--- src/rtl/hansen_pkg.sv ---
// Shared definitions for the hansen core data side: word width, data-port FSM
// encodings and the byte-to-word address helper.
package hansen_pkg;

  localparam int XLEN = 32;

  typedef enum logic {
    DM_IDLE = 1'b0,
    DM_RD   = 1'b1
  } dm_state_e;

  // Byte address to word index. Callers keep as many low bits as their memory
  // decodes, so the upper address bits alias.
  function automatic logic [XLEN-1:0] word_addr(input logic [XLEN-1:0] byte_addr);
    return byte_addr >> 2;
  endfunction

endpackage

--- src/rtl/hansen_store_buffer.sv ---
// In-order store buffer: circular FIFO of {word address, data} with a parallel
// address compare that returns the youngest matching entry.
module hansen_store_buffer
  import hansen_pkg::*;
#(
  parameter int XLEN  = 32,
  parameter int AW    = 8,
  parameter int DEPTH = 4
) (
  input  logic            clk,
  input  logic            reset_n,
  input  logic            push,
  input  logic [AW-1:0]   push_addr,
  input  logic [XLEN-1:0] push_data,
  input  logic            pop,
  output logic            full,
  output logic            empty,
  output logic [AW-1:0]   head_addr,
  output logic [XLEN-1:0] head_data,
  input  logic [AW-1:0]   lookup_addr,
  output logic            hit,
  output logic [XLEN-1:0] hit_data
);

  localparam int PW = $clog2(DEPTH);
  localparam logic [PW-1:0] PTR_ONE  = PW'(1);
  localparam logic [PW:0]   CNT_ONE  = (PW+1)'(1);
  localparam logic [PW:0]   CNT_FULL = (PW+1)'(DEPTH);

  logic [PW-1:0]    head;
  logic [PW-1:0]    tail;
  logic [PW:0]      count;
  logic [DEPTH-1:0] valid;
  logic [AW-1:0]    addr_q [DEPTH];
  logic [XLEN-1:0]  data_q [DEPTH];
  logic [PW-1:0]    idx;

  assign full      = (count == CNT_FULL);
  assign empty     = (count == '0);
  assign head_addr = addr_q[head];
  assign head_data = data_q[head];

  // NOTE: state registers use <= so every flop samples pre-edge values; blocking
  // assignments here would make head/tail/count depend on statement order.
  always_ff @(posedge clk or negedge reset_n) begin
    if (!reset_n) begin
      head  <= '0;
      tail  <= '0;
      count <= '0;
      valid <= '0;
    end else begin
      if (pop) begin
        valid[head] <= 1'b0;
        head        <= head + PTR_ONE;
      end
      if (push) begin
        valid[tail] <= 1'b1;
        tail        <= tail + PTR_ONE;
      end
      case ({push, pop})
        2'b10:   count <= count + CNT_ONE;
        2'b01:   count <= count - CNT_ONE;
        default: count <= count;
      endcase
    end
  end

  // NOTE: the payload array has no reset; liveness comes only from valid, so a
  // reset discards buffered stores without clearing (or writing) the storage.
  always_ff @(posedge clk) begin
    if (push) begin
      addr_q[tail] <= push_addr;
      data_q[tail] <= push_data;
    end
  end

  // Walk oldest to youngest so the last match seen is the youngest store.
  // NOTE: every output of a combinational block gets a default first; a path
  // that leaves one unassigned would infer a latch.
  always_comb begin
    hit      = 1'b0;
    hit_data = '0;
    idx      = head;
    for (int i = 0; i < DEPTH; i++) begin
      idx = head + PW'(i);
      if (valid[idx] && (addr_q[idx] == lookup_addr)) begin
        hit      = 1'b1;
        hit_data = data_q[idx];
      end
    end
  end

endmodule

--- src/rtl/hansen_dmem_bridge.sv ---
// Core data port to single-port synchronous SRAM bridge: posted stores through
// a store buffer, same-cycle forwarding on buffer hits, one-stall load misses.
module hansen_dmem_bridge
  import hansen_pkg::*;
#(
  parameter int XLEN  = hansen_pkg::XLEN,
  parameter int AW    = 8,
  parameter int DEPTH = 4
) (
  input  logic            clk,
  input  logic            reset_n,
  input  logic [XLEN-1:0] dmem_addr,
  input  logic [XLEN-1:0] dmem_wdata,
  input  logic            dmem_we,
  input  logic            dmem_re,
  output logic [XLEN-1:0] dmem_rdata,
  output logic            dmem_stall,
  output logic            sram_en,
  output logic            sram_we,
  output logic [AW-1:0]   sram_addr,
  output logic [XLEN-1:0] sram_wdata,
  input  logic [XLEN-1:0] sram_rdata,
  output logic            buf_empty
);

  dm_state_e       state;
  dm_state_e       state_nxt;
  logic [AW-1:0]   req_word;
  logic            load_req;
  logic            sb_push;
  logic            sb_pop;
  logic            sb_full;
  logic            sb_empty;
  logic            sb_hit;
  logic [AW-1:0]   sb_head_addr;
  logic [XLEN-1:0] sb_head_data;
  logic [XLEN-1:0] sb_hit_data;
  logic            stall_c;
  logic [XLEN-1:0] rdata_c;
  logic            en_c;
  logic            we_c;
  logic [AW-1:0]   addr_c;
  logic [XLEN-1:0] wdata_c;

  assign req_word = AW'(word_addr(dmem_addr));
  // A simultaneous store request wins; the load is dropped.
  assign load_req = dmem_re && !dmem_we;

  hansen_store_buffer #(
    .XLEN  (XLEN),
    .AW    (AW),
    .DEPTH (DEPTH)
  ) u_store_buffer (
    .clk         (clk),
    .reset_n     (reset_n),
    .push        (sb_push),
    .push_addr   (req_word),
    .push_data   (dmem_wdata),
    .pop         (sb_pop),
    .full        (sb_full),
    .empty       (sb_empty),
    .head_addr   (sb_head_addr),
    .head_data   (sb_head_data),
    .lookup_addr (req_word),
    .hit         (sb_hit),
    .hit_data    (sb_hit_data)
  );

  always_ff @(posedge clk or negedge reset_n) begin
    if (!reset_n) state <= DM_IDLE;
    else          state <= state_nxt;
  end

  // SRAM port priority: load miss, then the head drain (which also serves a
  // stalled store on a full buffer), and only when no store is pushed.
  always_comb begin
    state_nxt = DM_IDLE;
    sb_push   = 1'b0;
    sb_pop    = 1'b0;
    stall_c   = 1'b0;
    rdata_c   = '0;
    en_c      = 1'b0;
    we_c      = 1'b0;
    addr_c    = '0;
    wdata_c   = '0;

    if (dmem_we) begin
      if (!sb_full) sb_push = 1'b1;
      else          stall_c = 1'b1;
    end else if (load_req) begin
      if (state == DM_RD) begin
        rdata_c = sram_rdata;
      end else if (sb_hit) begin
        rdata_c = sb_hit_data;
      end else begin
        stall_c   = 1'b1;
        en_c      = 1'b1;
        addr_c    = req_word;
        state_nxt = DM_RD;
      end
    end

    // Draining during DM_RD is safe: the pending load missed, so no buffered
    // entry shares its address.
    if (!sb_push && !en_c && !sb_empty) begin
      sb_pop  = 1'b1;
      en_c    = 1'b1;
      we_c    = 1'b1;
      addr_c  = sb_head_addr;
      wdata_c = sb_head_data;
    end
  end

  // Combinational outputs are forced idle while reset is held so a request
  // arriving during reset neither stalls the core nor touches the SRAM.
  assign dmem_stall = reset_n && stall_c;
  assign dmem_rdata = reset_n ? rdata_c : '0;
  assign sram_en    = reset_n && en_c;
  assign sram_we    = reset_n && we_c;
  assign sram_addr  = reset_n ? addr_c : '0;
  assign sram_wdata = reset_n ? wdata_c : '0;
  assign buf_empty  = sb_empty && (state == DM_IDLE);

endmodule

--- config.mk ---
export PLATFORM = sky130hd
export DESIGN_NAME = hansen_dmem_bridge
export DESIGN_NICKNAME = d
export VERILOG_FILES = /design/src/rtl/hansen_pkg.sv /design/src/rtl/hansen_store_buffer.sv /design/src/rtl/hansen_dmem_bridge.sv
export SDC_FILE = /design/constraint.sdc
export NUM_CORES = 1
export LEC_CHECK = 0
export ABC_CLOCK_PERIOD_IN_PS = 15750
export CORE_MARGIN = 5
export CORE_UTILIZATION = 61
export CTS_BUF_LIST = sky130_fd_sc_hd__clkbuf_2
export DETAILED_ROUTE_END_ITERATION = 12
export PLACE_DENSITY = 0.95
export SYNTH_ARGS = -nofsm -noshare
export SYNTH_HDL_FRONTEND = slang
export SYNTH_SLANG_ARGS = --single-unit
export TNS_END_PERCENT = 100
--- constraint.sdc ---
create_clock -name clk -period 15.75 [get_ports clk]
set_clock_uncertainty 0.05 [all_clocks]
set_input_delay 3.15 -clock clk [delete_from_list [all_inputs] [get_ports clk]]
set_output_delay 3.15 -clock clk [all_outputs]
set_load 0.02 [all_outputs]
==> results by stage, run 1 <==
Worst setup path:
- Data on the critical path arrives at its endpoint at between 8 and 9 ns.
- The startpoint type of the worst setup path is a primary input.
- The delay contributed by the slowest stage of the critical path is between 0.8 and 0.9 ns.
- The setup check on the worst reg-to-reg path leaves a slack of between 9 and 10 ns.
- The slowest cell on the critical path is sky130_fd_sc_hd__clkdlybuf4s50_1.
- The element type at the critical path end is a primary output.
- In this run the critical register-to-register path is launched from u_store_buffer.head[0].
- Of all nets on the critical path, the largest fanout is between 60 and 70.
- Walking the worst path, the cells encountered are clkdlybuf4s50_1 -> xnor2_1 -> o32ai_1 -> nand2_1 -> or4_2 -> buf_4 -> nand3b_1 -> nand3_2 -> o32ai_1 -> clkdlybuf4s50_1.
- The critical path contains buffers and inverters numbering 3 combined.
- The largest delay contributor family on the critical path is buffers and inverters.
- The endpoint identified for the worst register-to-register timing path is u_store_buffer.count[2].
- At the worst endpoint, the required time is between 10 and 15 ns.
- The category of the critical setup timing path is primary input to primary output.
- Counting cells, the worst reg-to-reg path comes to 15.

STA:
- Headroom to the max-slew limit came out at 22.2%.
- Final hold analysis gives a worst-case slack of between 0.4 and 0.5 ns.
- The hold violation total from the final report is 0.
- At the pin with the least slew margin, the transition time is about 1.2 ns.
- Setup repair after global routing left no endpoint under its margin.
- The sum of negative setup slack is 0 ns.
- The number of slew-limit violations in the final report was 0.
- The routed design could run at a clock period as short as ~11 ns.
- Across all setup checks in the final design, the least slack found is 4.50 ns.
- The final clock period utilization by the worst path is ~71%.
- The setup violation total in the final timing report is 0.
- Static timing analysis puts the maximum clock frequency at 88.9 MHz.

Yosys:
- The share of Yosys cell area claimed by the top area cell type is 41.6%.
- By instance count, the leading cell after synthesis is sky130_fd_sc_hd__edfxtp_1.
- The count of flip-flops with a built-in enable after synthesis is 160.
- The synthesized netlist devotes 4.91% of its cell area to simple gates.
- After synthesis, the share of cell area in mux cells is 31.8%.
- The synthesized net count is between 900 and 1k.
- The number of distinct library cell variants in the gate-level netlist after synthesis is 49.
- Sequential cells were found to cover between 40% and 50% of the synthesized design area.
- The number of synthesized register bits is ~170.
- The post-synthesis area per instance is 14.5 um^2.
- Summing every instance area after synthesis gives around 12000 um^2.
- Counting every instance in the synthesized netlist gives 794.
- The cell accounting for the most synthesized area is sky130_fd_sc_hd__edfxtp_1.
- The synthesized-area fraction occupied by adder cells is between 1 and 1.5%.
- The synthesized netlist devotes around a tenth of its cell area to compound gates.
- Yosys printed 0 warnings.
- After synthesis, the share of flip-flops with an asynchronous set or reset is 6.98%.
- Yosys attributes the largest share of cell area to sky130_fd_sc_hd__edfxtp_1 42%, sky130_fd_sc_hd__mux4_2 29%, sky130_fd_sc_hd__xnor2_1 2.7%.
- After Yosys synthesis, XOR and XNOR cells account for 3.49% of the synthesized area.
- After synthesis, the largest family of logic cells by area is multiplexers.
- For this run, the leading register cell type out of synthesis is sky130_fd_sc_hd__edfxtp_1.
- By count the netlist is led by 160 x sky130_fd_sc_hd__edfxtp_1, 149 x sky130_fd_sc_hd__mux4_2, 44 x sky130_fd_sc_hd__clkbuf_1, 39 x sky130_fd_sc_hd__inv_1, 36 x sky130_fd_sc_hd__o21ai_0.

Flow run:
- Max-cap violations in this run came to 0.

Detailed routing:
- The number of remaining DRC errors is 0.
- Dividing the detail-routed via count by the number of cells gives just over 7.
- The routed length per placed instance is ~26 um.
- The detail route stage leaves a number of antenna-violating nets equal to 0.
- The wire length after detailed routing is about 30000 um.
- The first-iteration detailed-routing DRC count is approximately 850.
- Summing over every cut layer, the via total after detailed routing is 8277.
- The first TritonRoute pass finished after 5 iterations.

Clock network:
- The maximum level of the CTS H-tree is 4.
- For the worst-skew pair, the clock arrives at the later sink with an insertion delay of just under 0.8 ns.
- After clock tree synthesis, the setup repair step added 0 buffers.
- After clock tree synthesis, the repair step resized 0 gates.
- The cell sitting at the root of the clock tree is a sky130_fd_sc_hd__clkbuf_2.
- TritonCTS built the clock tree.
- Counting every sink on the clock net gives 172.
- The clock passes through at most 2 buffers.
- Clock-pin slew was measured on the worst setup and hold paths at around 0.25 ns.
- The number of CTS-inserted buffers is 17.
- The number of hold buffers added after CTS was 0.

Power:
- In this run the static leakage power is 4.30 nW.
- For this design the ratio of total power to cell area is 167 nW/um^2.
- Across the VDD grid, the largest voltage drop is roughly 0.12 mV.

Place:
- Timing analysis after detailed placement gives a worst setup slack of between 4 and 5 ns.
- During placement, the flow inserted port buffers numbering 151.
- At the end of routability-driven placement, the weighted congestion stood at roughly 0.79.
- The HPWL after detailed placement is 18200 um.

Worst hold path:
- The worst hold path terminates at u_store_buffer.count[2].
- In this run the worst hold path is classified as flop to flop.
- The worst hold path begins at u_store_buffer.count[2].
- The worst hold path stage count is 1.

Global route:
- The first global-routing pass estimated ~46000 um of wire.
- The pin count of the biggest net entering global routing is 67.
- The total routing resource utilization after global routing is around 27%.
- The via count of the first global-routing pass is between 8k and 9k.
- The initial antenna violation count is 2.
- The leftover overflow at the end of global routing is 0.

Floorplanning:
- The die is ~150 um tall.
- The width of the die is about 150 um.
- The count of standard-cell rows is 50.
- For this configuration, the core starts out at a cell density of between 60% and 70%.
- The area inside the core boundary is roughly 19000 um^2.
- The floorplan step defined a die boundary enclosing 21800 um^2.
- The I/O pin count is 176.

Cells and area:
- The post-route netlist has a little under a quarter of its cells at a drive strength greater than 1.
- The final layout net count is roughly 1.0k.
- Counting the fill cells in the layout gives between 1k and 1.5k.
- The area overhead of the layout relative to synthesis is 15.2%.

Status:
- The flow ran to the end, and the final reports show no timing, DRC or antenna violations.
-- worst max path at each step --
stage,start,cells past startpoint,to
final,dmem_addr[2],10,dmem_rdata[2]
after global routing,u_store_buffer.head[0],11,dmem_rdata[21]
after CTS,dmem_addr[2],10,dmem_rdata[21]
after detailed placement,dmem_addr[2],10,dmem_rdata[1]
after global placement,dmem_addr[2],10,dmem_rdata[20]
after floorplan,dmem_addr[2],10,dmem_rdata[23]
-- power by group --
| group | switching, mW | internal, mW |
|---|---|---|
| clock network | 0.151 | 0.0730 |
| logic | 0.586 | 0.688 |
| registers | 0.116 | 0.611 |
-- cell usage in the layout, fill, tap and decap left out, types with 2 or more instances in the layout --
cell type / Yosys / final
sky130_fd_sc_hd__ha_1: 9 / 8
sky130_fd_sc_hd__edfxtp_1: 160 / 160
sky130_fd_sc_hd__xor2_1: 11 / 11
sky130_fd_sc_hd__xnor2_1: 35 / 35
sky130_fd_sc_hd__o21ai_0: 36 / 36
sky130_fd_sc_hd__clkinvlp_4: 0 / 5
sky130_fd_sc_hd__nor4_1: 2 / 2
sky130_fd_sc_hd__clkdlybuf4s50_1: 0 / 151
sky130_fd_sc_hd__clkinv_2: 0 / 3
sky130_fd_sc_hd__inv_1: 39 / 39
sky130_fd_sc_hd__nor2_1: 34 / 33
sky130_fd_sc_hd__dfrtp_1: 12 / 10
sky130_fd_sc_hd__a2bb2oi_1: 4 / 4
sky130_fd_sc_hd__clkbuf_2: 0 / 20
sky130_fd_sc_hd__nand2_1: 16 / 16
sky130_fd_sc_hd__nor3_1: 3 / 2
sky130_fd_sc_hd__o2111ai_1: 2 / 2
sky130_fd_sc_hd__a22o_1: 8 / 8
sky130_fd_sc_hd__buf_4: 3 / 12
sky130_fd_sc_hd__dfrtp_4: 0 / 2
sky130_fd_sc_hd__nand3_1: 2 / 2
sky130_fd_sc_hd__mux2_2: 4 / 4
sky130_fd_sc_hd__and2_1: 35 / 35
sky130_fd_sc_hd__and3_2: 0 / 4
sky130_fd_sc_hd__o22ai_1: 3 / 3
sky130_fd_sc_hd__o32ai_1: 32 / 32
sky130_fd_sc_hd__mux4_2: 149 / 149
sky130_fd_sc_hd__mux2i_1: 27 / 27
sky130_fd_sc_hd__a31oi_1: 34 / 34
sky130_fd_sc_hd__a22oi_1: 32 / 32
sky130_fd_sc_hd__bufinv_16: 0 / 2
-- kinds of logic (layout without fill, tap and decap cells) --
logic type      Yosys count  count (layout)
xor+xnor                 46              46
buf+inv                 121             234
other cells               0               1
compound gates          157             157
mux                     180             180
flops                   172             172
simple gates            108             108
fa+ha+maj                10              10
-- area by class of cell --
cell class	instances	area, um^2	share of cell area (%)
repair buffers	163	1600	12.0
well taps	234	293	2.20
clock buffers	20	100	0.752
multi-input cells	501	5930	44.5
flip-flops and latches	172	5110	38.4
clock inverters	11	121	0.912
diodes	1	2.50	0.0188
inverters	40	150	1.13
-- state kept, by name, indices dropped and copies added (netlist names) --
signal / flops
u_store_buffer.tail: 2
u_store_buffer.addr_q: 32
u_store_buffer.count: 3
u_store_buffer.data_q: 128
state: 1
u_store_buffer.head: 2
u_store_buffer.valid: 4
-- routing by layer --
metal	global-route usage, %	share of wire [%]	vias up
met2	46.4	52	566
met4	9.51	2.3	2
met5	0	0.037	-
met3	6.13	11	60
li1	-	-	3481
met1	34.3	35	4168
-- per-stage QoR --
stage / cell area [um^2] / instances / util [%] / total power, mW
floorplan: 11600 / 794 / - / 1.75
global placement: 13100 / 1110 / 70.0 / 1.96
detailed placement: 13100 / 1110 / 70.0 / 2.01
CTS: 13300 / 1141 / 71.1 / 2.23
global route: 13300 / 1142 / 71.2 / 2.36
finish: 13300 / 1142 / 71.2 / 2.23
-- worst reg2reg max path, cell delays in order, from the launching register on --
cell                       delay [ns]
sky130_fd_sc_hd__dfrtp_4         0.81
sky130_fd_sc_hd__clkinv_1        0.50
sky130_fd_sc_hd__ha_4            0.87
sky130_fd_sc_hd__buf_4           0.71
sky130_fd_sc_hd__mux4_2          0.63
sky130_fd_sc_hd__xnor2_1         0.19
sky130_fd_sc_hd__nand2_1         0.08
sky130_fd_sc_hd__or4_4           0.83
sky130_fd_sc_hd__and4b_4         0.44
sky130_fd_sc_hd__a21boi_2        0.35
sky130_fd_sc_hd__ha_1            0.27
sky130_fd_sc_hd__inv_1           0.07
sky130_fd_sc_hd__fa_1            0.37
sky130_fd_sc_hd__xor2_1          0.15
sky130_fd_sc_hd__nor2_1          0.11
sky130_fd_sc_hd__xor2_1          0.16
(Power assumes the default switching activity.)
==> run 2: changes to the inputs <==
--- a/config.mk
+++ b/config.mk
@@ -5,12 +5,12 @@
 export SDC_FILE = /design/constraint.sdc
 export NUM_CORES = 1
 export LEC_CHECK = 0
-export ABC_CLOCK_PERIOD_IN_PS = 15750
+export ABC_CLOCK_PERIOD_IN_PS = 11400
 export CORE_MARGIN = 5
-export CORE_UTILIZATION = 61
+export CORE_UTILIZATION = 57
 export CTS_BUF_LIST = sky130_fd_sc_hd__clkbuf_2
 export DETAILED_ROUTE_END_ITERATION = 12
-export PLACE_DENSITY = 0.95
+export PLACE_DENSITY = 0.91
 export SYNTH_ARGS = -nofsm -noshare
 export SYNTH_HDL_FRONTEND = slang
 export SYNTH_SLANG_ARGS = --single-unit
==> constraint.sdc (replaced) <==
create_clock -name clk -period 11.4 [get_ports clk]
set_clock_uncertainty 0.05 [all_clocks]
set_input_delay 2.28 -clock clk [delete_from_list [all_inputs] [get_ports clk]]
set_output_delay 2.28 -clock clk [all_outputs]
set_load 0.02 [all_outputs]
==> run 2 against run 1 <==
Against the previous run: global-route usage shrank 2.1 points; critical path depth unchanged; sequential power up 39%; first-iteration DRC count up 4.3%; highest routed layer unchanged; largest cell class unchanged; register-to-register slack got worse by 3.8 ns.
==> results by stage, run 2 (synthesized netlist as in run 1, its figures left out) <==
Clock network:
- The buffer depth of the longest clock path is 2.
- For this design, the sink count on the clock tree is ~170.
- After clock tree synthesis, the clock-pin slew on the worst setup and hold paths is around 0.26 ns.
- TritonCTS created 17 clock buffers.
- The post-CTS repair timing setup buffer count is 0.
- CTS built an H-tree with a depth of 4.
- The cell at the root of the clock tree is sky130_fd_sc_hd__clkbuf_2.
- TritonCTS built the clock tree.
- The number of resized instances in the post-cts repair step is 0.
- For the worst-skew pair, the clock arrives at the later sink with an insertion delay of between 0.7 and 0.8 ns.
- Buffers inserted to repair hold after CTS numbered 0.

Power:
- Across the VDD grid, the largest voltage drop is ~0.27 mV.
- The switching power total is between 1 and 1.5 mW.
- The share of total power dissipated in combinational logic is between 50% and 60%.
- The sequential power share is around 33%.
- The total power divided by cell area is 231 nW/um^2.
- The internal power consumption is roughly 1.9 mW.
- Net switching is 38.6% of the power.
- Per report_power, the clock group accounts for a little over a tenth of the total.
- The analysis attributes to cell leakage a power of approximately 4.3 nW.
- The power after layout is roughly 3 mW.

STA:
- The minimum hold slack is 0.473 ns.
- The maximum clock frequency is roughly 100 MHz.
- The final clock period utilization by the worst path is between 80% and 90%.
- Headroom to the max-slew limit came out at 20.9%.
- The number of slew-limit violations in the final report is 0.
- Subtracting the final worst setup slack from the clock period gives ~9.8 ns.
- Setup repair after global routing left no endpoint under its margin.
- After routing, the total negative slack on setup checks comes to 0 ns.
- The setup violation total in the final timing report is 0.
- The hold violation total from the final report came to 0.
- The actual slew at the worst max-slew pin is ~1.2 ns.

Detailed routing:
- For this block, the initial DRC count from the detailed router was slightly below 900.
- The first detailed-routing pass ran for 8 iterations.
- The number of remaining DRC errors is 0.
- Dividing the detail-routed wire length by the instance count gives 24.8 um.
- The final layout contains routed wiring with a total length of ~29000 um.
- In the routed layout, each cell is associated on average with a via count of ~7.
- The final route contains approximately 8.2k vias.
- The remaining number of nets flagged by the antenna check after routing is 0.

Global route:
- The leftover overflow at the end of global routing is 0.
- The first-pass GRT wire length is 45700 um.
- In the global route stage, overall resource usage came out at between 20% and 30%.
- Entering global routing, the biggest net connects 67 pins.
- The via count of the first global-routing pass came to slightly above 8k.
- The initial antenna violation count was 2.

Cells and area:
- Leaving out fill and tap cells, the most frequent cells in the layout are 160 x sky130_fd_sc_hd__edfxtp_1, 151 x sky130_fd_sc_hd__clkdlybuf4s50_1, 149 x sky130_fd_sc_hd__mux4_2.
- The register with the most flip-flops in the final layout is u_store_buffer.data_q.
- The share of layout cells above drive strength 1 is between 20% and 30%.
- The library cell used most frequently in the layout, excluding fill and tap cells, is sky130_fd_sc_hd__edfxtp_1.
- At the end of the flow the core is filled with cells to about two thirds.
- The post-route non-filler standard cell count is 1179.
- The final layout contains 1005 nets.
- The number of flip-flops under the largest register name is approximately 130.
- From synthesis to final layout, the design area changed by 15.8%.
- In the final layout, the registers with the most flip-flops are u_store_buffer.data_q (128), u_store_buffer.addr_q (32), u_store_buffer.valid (4).

Floorplanning:
- The width of the die is between 150 and 200 um.
- For this design the top-level I/O count stands at ~180.
- The floorplan step defined a die boundary enclosing around 23000 um^2.
- Measured along the y axis, the die boundary spans between 150 and 200 um.
- The region available for standard cell placement spans a little over 20000 um^2.
- The count of standard-cell rows is 52.
- For this configuration, the core starts out at a cell density of ~57%.

Worst hold path:
- The worst hold path class is flop to flop.
- The worst hold path stage count is 1.

Place:
- The placed cell count is about 1.1k.
- After legalization and detailed placement, the total HPWL measured 18200 um.
- The count of buffers added on input and output ports is about 150.
- The final RePlAce weighted congestion is approximately 0.83.

Worst setup path:
- The number of cells on the worst reg-to-reg path is 14.
- Along the worst path, the maximum fanout reaches between 60 and 70.
- The worst setup path is captured at a primary output.
- The category of the critical setup timing path is flop to primary output.
- The worst setup path is launched from a flop.
- For the worst setup path, the data required time is 9.07 ns.
- Data on the critical path arrives at its endpoint at 7.46 ns.

Flow run:
- The reported max-cap violation count is 0.

Status:
- The run finished with clean final reports.
-- run 2: cell types whose count changed in the layout (fill, tap and decap cells not counted), sizes merged --
cell | before | now
clkinv | 4 | 5
clkbuf | 20 | 17
clkinvlp | 5 | 4
inv | 40 | 44
-- run 2: worst paths after layout --
kind | startpoint | slack (ns) | to
setup / recovery | u_store_buffer.head[0] | 1.61 | dmem_rdata[18]
hold / removal | u_store_buffer.count[2] | 0.47 | u_store_buffer.count[2]
setup reg to reg | u_store_buffer.head[0] | 5.33 | u_store_buffer.count[2]
hold reg to reg | u_store_buffer.count[2] | 0.47 | u_store_buffer.count[2]
max in group asynchronous | reset_n | 8.97 | u_store_buffer.head[0]
min in group asynchronous | reset_n | 1.81 | u_store_buffer.count[2]
-- run 2: stage by stage --
step                worst slack (ns)  area, um^2
global route                    1.26       13400
global placement                2.13       13100
detailed placement              2.05       13100
finish                          1.61       13400
floorplan                       4.33       11600
CTS                             1.59       13400
-- run 2: layer usage --
layer / wire length (um) / part of all wire (%) / track usage [%]
met1: 10900 / 37 / 31.7
met2: 15100 / 52 / 43.2
met3: 2390 / 8.2 / 5.06
met4: 792 / 2.7 / 8.56
met5: 23 / 0.079 / 0
-- run 2: final cells by class --
| cell class | count | area (um^2) |
|---|---|---|
| fillers | 1379 | 6720 |
| multi-input cells | 501 | 5930 |
| flip-flops and latches | 172 | 5110 |
| repair buffers | 163 | 1600 |
| well taps | 270 | 338 |
| clock inverters | 15 | 164 |
| inverters | 40 | 150 |
| clock buffers | 17 | 85.1 |
| diodes | 1 | 2.50 |
-- run 2: power by group through the flow --
stage | clock network [mW] | registers, mW | logic, mW
after floorplan | 0 | 0.924 | 1.49
after global placement | 0 | 1.00 | 1.71
after detailed placement | 0 | 1.02 | 1.76
after CTS | 0.333 | 1.01 | 1.76
after global routing | 0.358 | 1.03 | 1.88
final | 0.329 | 1.01 | 1.75
-- run 2: worst max-delay path, stage by stage, from the launching register on --
cell and delay, ns:
sky130_fd_sc_hd__dfrtp_4 0.95, sky130_fd_sc_hd__clkinv_1 0.55, sky130_fd_sc_hd__ha_4 0.90, sky130_fd_sc_hd__mux4_2 0.60, sky130_fd_sc_hd__xnor2_1 0.14, sky130_fd_sc_hd__nand2_1 0.07
sky130_fd_sc_hd__or4_4 0.89, sky130_fd_sc_hd__nand3b_1 0.25, sky130_fd_sc_hd__nand3_2 0.80, sky130_fd_sc_hd__o32ai_1 0.78, sky130_fd_sc_hd__clkdlybuf4s50_1 0.72
==> run 3: changes to the inputs <==
--- a/config.mk
+++ b/config.mk
@@ -5,12 +5,12 @@
 export SDC_FILE = /design/constraint.sdc
 export NUM_CORES = 1
 export LEC_CHECK = 0
-export ABC_CLOCK_PERIOD_IN_PS = 11400
+export ABC_CLOCK_PERIOD_IN_PS = 9740
 export CORE_MARGIN = 5
-export CORE_UTILIZATION = 57
+export CORE_UTILIZATION = 42
 export CTS_BUF_LIST = sky130_fd_sc_hd__clkbuf_2
 export DETAILED_ROUTE_END_ITERATION = 12
-export PLACE_DENSITY = 0.91
+export PLACE_DENSITY = 0.72
 export SYNTH_ARGS = -nofsm -noshare
 export SYNTH_HDL_FRONTEND = slang
 export SYNTH_SLANG_ARGS = --single-unit
==> constraint.sdc (replaced) <==
create_clock -name clk -period 9.74 [get_ports clk]
set_clock_uncertainty 0.05 [all_clocks]
set_input_delay 1.948 -clock clk [delete_from_list [all_inputs] [get_ports clk]]
set_output_delay 1.948 -clock clk [all_outputs]
set_load 0.02 [all_outputs]
==> run 3 against run 2 <==
Against the previous run: first-iteration DRC count down 41%; hold slack better by 0.0079 ns; count of clock-buffer cells in the layout rose by 1; routed wire length up 1.6%; power up 18%; via count fell by 1.2%; non-clock buffer count rose by 5; cell count increased by 6.5%; worst setup slack got worse by 0.68 ns; critical path depth grew 1; critical endpoint is now dmem_rdata[1]; largest cell class unchanged; largest power group unchanged.
==> results by stage, run 3 (synthesized netlist as in run 1, its figures left out) <==
Global route:
- The initial antenna violation count was 2.
- Summed over all layers, the global routing overflow is 0.
- Entering global routing, the biggest net connects 66 pins.
- The first-pass GRT wire length is between 40000 and 50000 um.
- The total routing resource utilization after global routing is a little under a fifth.
- The via count of the first global-routing pass is between 8k and 9k.

Power:
- In this run, the clock network consumes a little under an eighth of the power.
- The internal power of the cells totals 2.23 mW.
- For this design the static power due to leakage is about 4.3 nW.
- Net switching is approximately two fifths of the power.
- The peak supply drop is 0.252 mV.
- The switching power total is 1.40 mW.
- The power after layout is 3.64 mW.
- The share of total power dissipated in sequential elements is approximately 33%.
- Of the total power, combinational logic draws 56.2%.
- Dividing total power by cell area gives a power density of 269 nW/um^2.

STA:
- The final critical-path required period is about 8.8 ns.
- The final critical path takes up about 91% of the cycle.
- The slack of the critical path is a little over 0.9 ns.
- The actual slew at the worst max-slew pin is 1.07 ns.
- The worst max-slew margin expressed relative to the limit is 28.7%.
- The number of slew-limit violations in the final report is 0.
- The maximum clock frequency is 113 MHz.
- Setup repair after global routing left no endpoint under its margin.
- Summed over all failing endpoints, the final setup total negative slack is 0 ns.
- Setup violations remaining at the end of the flow were counted as 0.
- The hold violation total from the final report is 0.

Worst setup path:
- The top fanout value on the critical path is 36.
- The worst setup path is captured at a primary output.
- The startpoint type of the worst setup path is a flop.
- For the worst setup path, the data arrival time is 6.82 ns.
- For the worst setup path, the data required time is between 7 and 8 ns.
- The category of the critical setup timing path is flop to primary output.

Cells and area:
- Leaving out fill and tap cells, the most frequent cell in the layout is sky130_fd_sc_hd__edfxtp_1.
- The fill cell total of the finished layout is ~2.3k.
- The post-route non-filler standard cell count is between 1k and 1.5k.
- For this run, the share of the core covered by cells in the final layout is roughly half.
- u_store_buffer.data_q holds more flip-flops than any other register.
- Leaving out fill and tap cells, the most frequent cells in the layout are 160 x sky130_fd_sc_hd__edfxtp_1, 151 x sky130_fd_sc_hd__clkdlybuf4s50_1, 149 x sky130_fd_sc_hd__mux4_2.
- The number of flip-flops under the largest register name is around 130.
- The area overhead of the layout relative to synthesis is 17.1%.
- The share of layout cells above drive strength 1 is a little under a quarter.
- After the last flow step, the layout net total stands at 1010.
- In the final layout, the registers with the most flip-flops are u_store_buffer.data_q (128), u_store_buffer.addr_q (32), u_store_buffer.valid (4).

Clock network:
- In this run, CTS created clock tree buffers numbering 17.
- Post-CTS timing repair inserted 0 buffers for setup.
- The cell at the root of the clock tree is sky130_fd_sc_hd__clkbuf_2.
- Clock-pin slew was measured on the worst setup and hold paths at between 0.2 and 0.3 ns.
- TritonCTS built the clock tree.
- The cts-stage hold buffer count is 0.
- The CTS sink count is about 170.
- In this run, post-CTS repair resized a total of 0 instances.
- The maximum level of the CTS H-tree is 4.
- For the worst-skew pair, the clock arrives at the later sink with an insertion delay of 0.77 ns.
- The buffer depth of the longest clock path is 2.

Detailed routing:
- The first-iteration detailed-routing DRC count is 521.
- The number of vias in the routed layout is 8082.
- The routed length per placed instance is ~24 um.
- The count of nets left with antenna violations once routing finished came out at 0.
- After detailed routing, the number of vias per cell comes to approximately 6.4.
- In the routed design, unresolved DRC markers number 0.
- The routed design has 29800 um of wire.
- The first TritonRoute pass finished after 5 iterations.

Place:
- The count of buffers added on input and output ports is roughly 150.
- Routability-driven placement finished with a final weighted congestion of ~0.78.
- The placed cell count is between 1k and 1.5k.
- At the placement stage, the worst setup path has a slack of ~1.2 ns.
- Once detailed placement completed, the half-perimeter wirelength came to 18800 um.

Floorplanning:
- In this run the standard cell core region covers 27000 um^2.
- The die is approximately 180 um wide.
- In this run the vertical extent of the chip is ~180 um.
- The effective utilization at floorplan is a little over two fifths.
- The I/O pin count is roughly 180.
- The floorplan has 60 rows.
- The die covers 30900 um^2.

Worst hold path:
- The path class of the tightest hold or removal check is flop to flop.

Flow run:
- The tool flagged a number of max-cap violations equal to 0.

Status:
- The flow ran to the end, and the final reports show no timing, DRC or antenna violations.
-- run 3: cell type report --
type / instances / area, um^2 / share of cell area, %
diodes: 2 / 5.00 / 0.0370
clock buffers: 18 / 90.1 / 0.666
clock inverters: 14 / 173 / 1.28
inverters: 40 / 150 / 1.11
multi-input cells: 501 / 5930 / 43.8
flip-flops and latches: 172 / 5110 / 37.8
well taps: 341 / 427 / 3.15
repair buffers: 168 / 1640 / 12.1
-- run 3: path summary, 6_finish.rpt --
kind	from	slack, ns	to	cells after the start
max	u_store_buffer.head[0]	0.93	dmem_rdata[1]	11
min	u_store_buffer.count[2]	0.48	u_store_buffer.count[2]	1
max reg2reg	u_store_buffer.head[0]	4.06	u_store_buffer.count[2]	14
min reg2reg	u_store_buffer.count[2]	0.48	u_store_buffer.count[2]	1
max in group asynchronous	reset_n	7.57	u_store_buffer.head[1]	1
min in group asynchronous	reset_n	1.49	u_store_buffer.count[2]	1
-- run 3: critical path, stage by stage (launching register included) --
cell and delay [ns]:
sky130_fd_sc_hd__dfrtp_4 0.90, sky130_fd_sc_hd__clkinv_1 0.51, sky130_fd_sc_hd__ha_4 0.76, sky130_fd_sc_hd__mux4_2 0.60, sky130_fd_sc_hd__xnor2_1 0.20, sky130_fd_sc_hd__nand2_1 0.07
sky130_fd_sc_hd__or4_4 0.71, sky130_fd_sc_hd__nand3b_1 0.23, sky130_fd_sc_hd__nand3_2 0.37, sky130_fd_sc_hd__buf_4 0.40, sky130_fd_sc_hd__o32ai_1 0.53, sky130_fd_sc_hd__clkdlybuf4s50_1 0.71
-- run 3: power by group through the flow --
stage / logic [mW] / clock network [mW] / registers [mW]
after floorplan: 1.75 / 0 / 1.08
after global placement: 2.04 / 0 / 1.19
after detailed placement: 2.06 / 0 / 1.20
after global routing: 2.21 / 0.453 / 1.21
after CTS: 2.07 / 0.423 / 1.18
final: 2.04 / 0.409 / 1.18
-- run 3: through the flow --
step                      area, um^2  hold WS (ns)
after detailed placement       13300         0.446
after global routing           13500         0.497
after global placement         13300         0.438
final                          13500         0.481
after CTS                      13500         0.477
after floorplan                11600         0.414
-- run 3: routing by layer --
layer / track usage [%] / vias up / wire length, um
met5: 0 / - / 0
met4: 5.04 / 0 / 432
met3: 4.18 / 37 / 2370
met2: 32.6 / 344 / 15200
met1: 24.9 / 4212 / 11700
li1: - / 3489 / -
==> patch: new RTL, config.mk and constraints of run 2 <==
`XLEN` is set to 32 in 2 places; all go to 64.
--- a/src/rtl/hansen_pkg.sv
+++ b/src/rtl/hansen_pkg.sv
@@ -4,3 +4,3 @@
 
-  localparam int XLEN = 32;
+  localparam int XLEN = 64;
 
--- a/src/rtl/hansen_store_buffer.sv
+++ b/src/rtl/hansen_store_buffer.sv
@@ -5,3 +5,3 @@
 #(
-  parameter int XLEN  = 32,
+  parameter int XLEN  = 64,
   parameter int AW    = 8,
Ports: changed (5 resized); port bits go from 176 to 336. No check against the original RTL was run, so the function may have changed too.
==> patch against run 2 <==
- sequential share of layout area down 1.1 points
- sequential cell count increased by 128
- fmax is 0.26% lower
- wire length up 110%
- final area grew 81%
- setup slack got worse by 0.026 ns
- largest power group unchanged
- total power increased by 81%
- critical endpoint is now dmem_rdata[17]
- synthesized area rose by 79%
==> patch: results (changes against run 2) <==
\begin{tabular}{lr}
\hline
Metric & Value \\
\hline
\multicolumn{2}{l}{\textbf{Clock tree}} \\
Bufs on Longest Clock Path & 3 (+1) \\
Number of buffers added by the clock tree synthesis step & 75 (+58) \\
Clock latency reported for the late side of the worst-skew pair & 0.90 ns (+0.13 ns) \\
\multicolumn{2}{l}{\textbf{Pwr}} \\
Maximum resistive drop on vdd & 0.173 mV (-35\%) \\
Static leakage power & 7.86 nW (+82\%) \\
\multicolumn{2}{l}{\textbf{Placement}} \\
Setup WS pre-CTS & 1.83 ns (-0.224 ns) \\
Placement Cell Area & 23,500 um2 (+79\%) \\
Placed wire-length estimate after detailed placement & 35,500 um (+95\%) \\
IO Port Bufs & 279 (+85\%) \\
\multicolumn{2}{l}{\textbf{Worst setup path}} \\
R2R setup slack & 4.86 ns (-0.47 ns) \\
Slowest cell on crit path & sky130\_fd\_sc\_hd\_\_or4\_2 \\
Stage delay of the slowest cell on the critical path & 1.19 ns (+0.24 ns) \\
\multicolumn{2}{l}{\textbf{Synth}} \\
Post-synthesis sequential area ratio & 0.433 (-0.00938) \\
Yosys cell types & 52 (+6.1\%) \\
Largest cells by area after synthesis & sky130\_fd\_sc\_hd\_\_edfxtp\_1, sky130\_fd\_sc\_hd\_\_mux4\_2, sky130\_fd\_sc\_hd\_\_nor3b\_1, sky130\_fd\_sc\_hd\_\_and3\_1, sky130\_fd\_sc\_hd\_\_clkbuf\_1 \\
Asr flop ratio synth & 0.0400 (-0.0298) \\
\multicolumn{2}{l}{\textbf{GRT}} \\
Initial antenna violation count & 7 (+5) \\
Global-route track usage on met2 & 0.486 (+0.0539) \\
GRT met1 Usage & 0.367 (+0.0493) \\
Routing usage on met3 & 0.0721 (+0.0215) \\
Maximum number of pins on one net before global-route repair & 90 (+34\%) \\
Global-route wire length before repair & 92,800 um (+100\%) \\
\multicolumn{2}{l}{\textbf{Layout}} \\
Regs by FF count & u\_store\_buffer.data\_q (256), u\_store\_buffer.addr\_q (32), u\_store\_buffer.valid (4) \\
Final-stage net count & 1,851 (+84\%) \\
\multicolumn{2}{l}{\textbf{Timing}} \\
Slew @ Worst Pin & 1.31 ns (+0.128 ns) \\
\multicolumn{2}{l}{\textbf{Routing}} \\
Overall via count from detail\_route & 15,986 (+95\%) \\
Routed length per placed instance & 27.8 um (+12\%) \\
First drt pass iteration count & 6 (-2) \\
\multicolumn{2}{l}{\textbf{Status}} \\
Run status & complete, no violations \\
\hline
\end{tabular}
patch: power breakdown:
part           internal, mW  switching (mW)  leakage, nW
Combinational          1.67            1.52         4.59
Sequential             1.47           0.255         2.78
Clock                 0.261           0.432        0.490
patch: layer usage:
layer,part of all wire,wire length [um]
met1,0.34,20300
met2,0.50,30200
met3,0.13,7610
met4,0.037,2260
met5,0.00023,14
patch: worst max-delay path by stage:
stage | start | end | slack, ns | depth (start not counted)
2_1_floorplan | dmem_addr[7] | dmem_rdata[37] | 4.51 | 10
3_3_place_gp | dmem_addr[6] | dmem_rdata[15] | 1.97 | 10
3_5_place_dp | dmem_addr[6] | dmem_rdata[15] | 1.83 | 10
4_1_cts | u_store_buffer.head[0] | dmem_rdata[15] | 1.54 | 11
5_1_grt | u_store_buffer.head[0] | dmem_rdata[17] | 1.16 | 11
6_report | u_store_buffer.head[0] | dmem_rdata[17] | 1.58 | 11
patch: kinds of logic after synthesis:
group           share of synthesized area
simple gates                       0.0870
mux                                 0.314
flops                               0.433
compound gates                     0.0899
buf+inv                            0.0475
xor+xnor                           0.0224
fa+ha+maj                         0.00641
patch: area by class of cell:
cell class / instances / area, um2
clock buffers: 99 / 495
fillers: 2382 / 11600
well taps: 461 / 577
inverters: 45 / 169
diodes: 8 / 20.0
multi-input cells: 923 / 10800
repair buffers: 300 / 2960
flip-flops and latches: 300 / 8960
clock inverters: 33 / 155
patch: per-stage QoR:
stage	hold WS (ns)	std cells	power (mW)
after floorplan	0.413	1436	4.19
after global placement	0.433	2029	4.80
after detailed placement	0.436	2029	4.91
after CTS	0.450	2161	5.60
after global routing	0.490	2169	5.92
final	0.459	2169	5.60
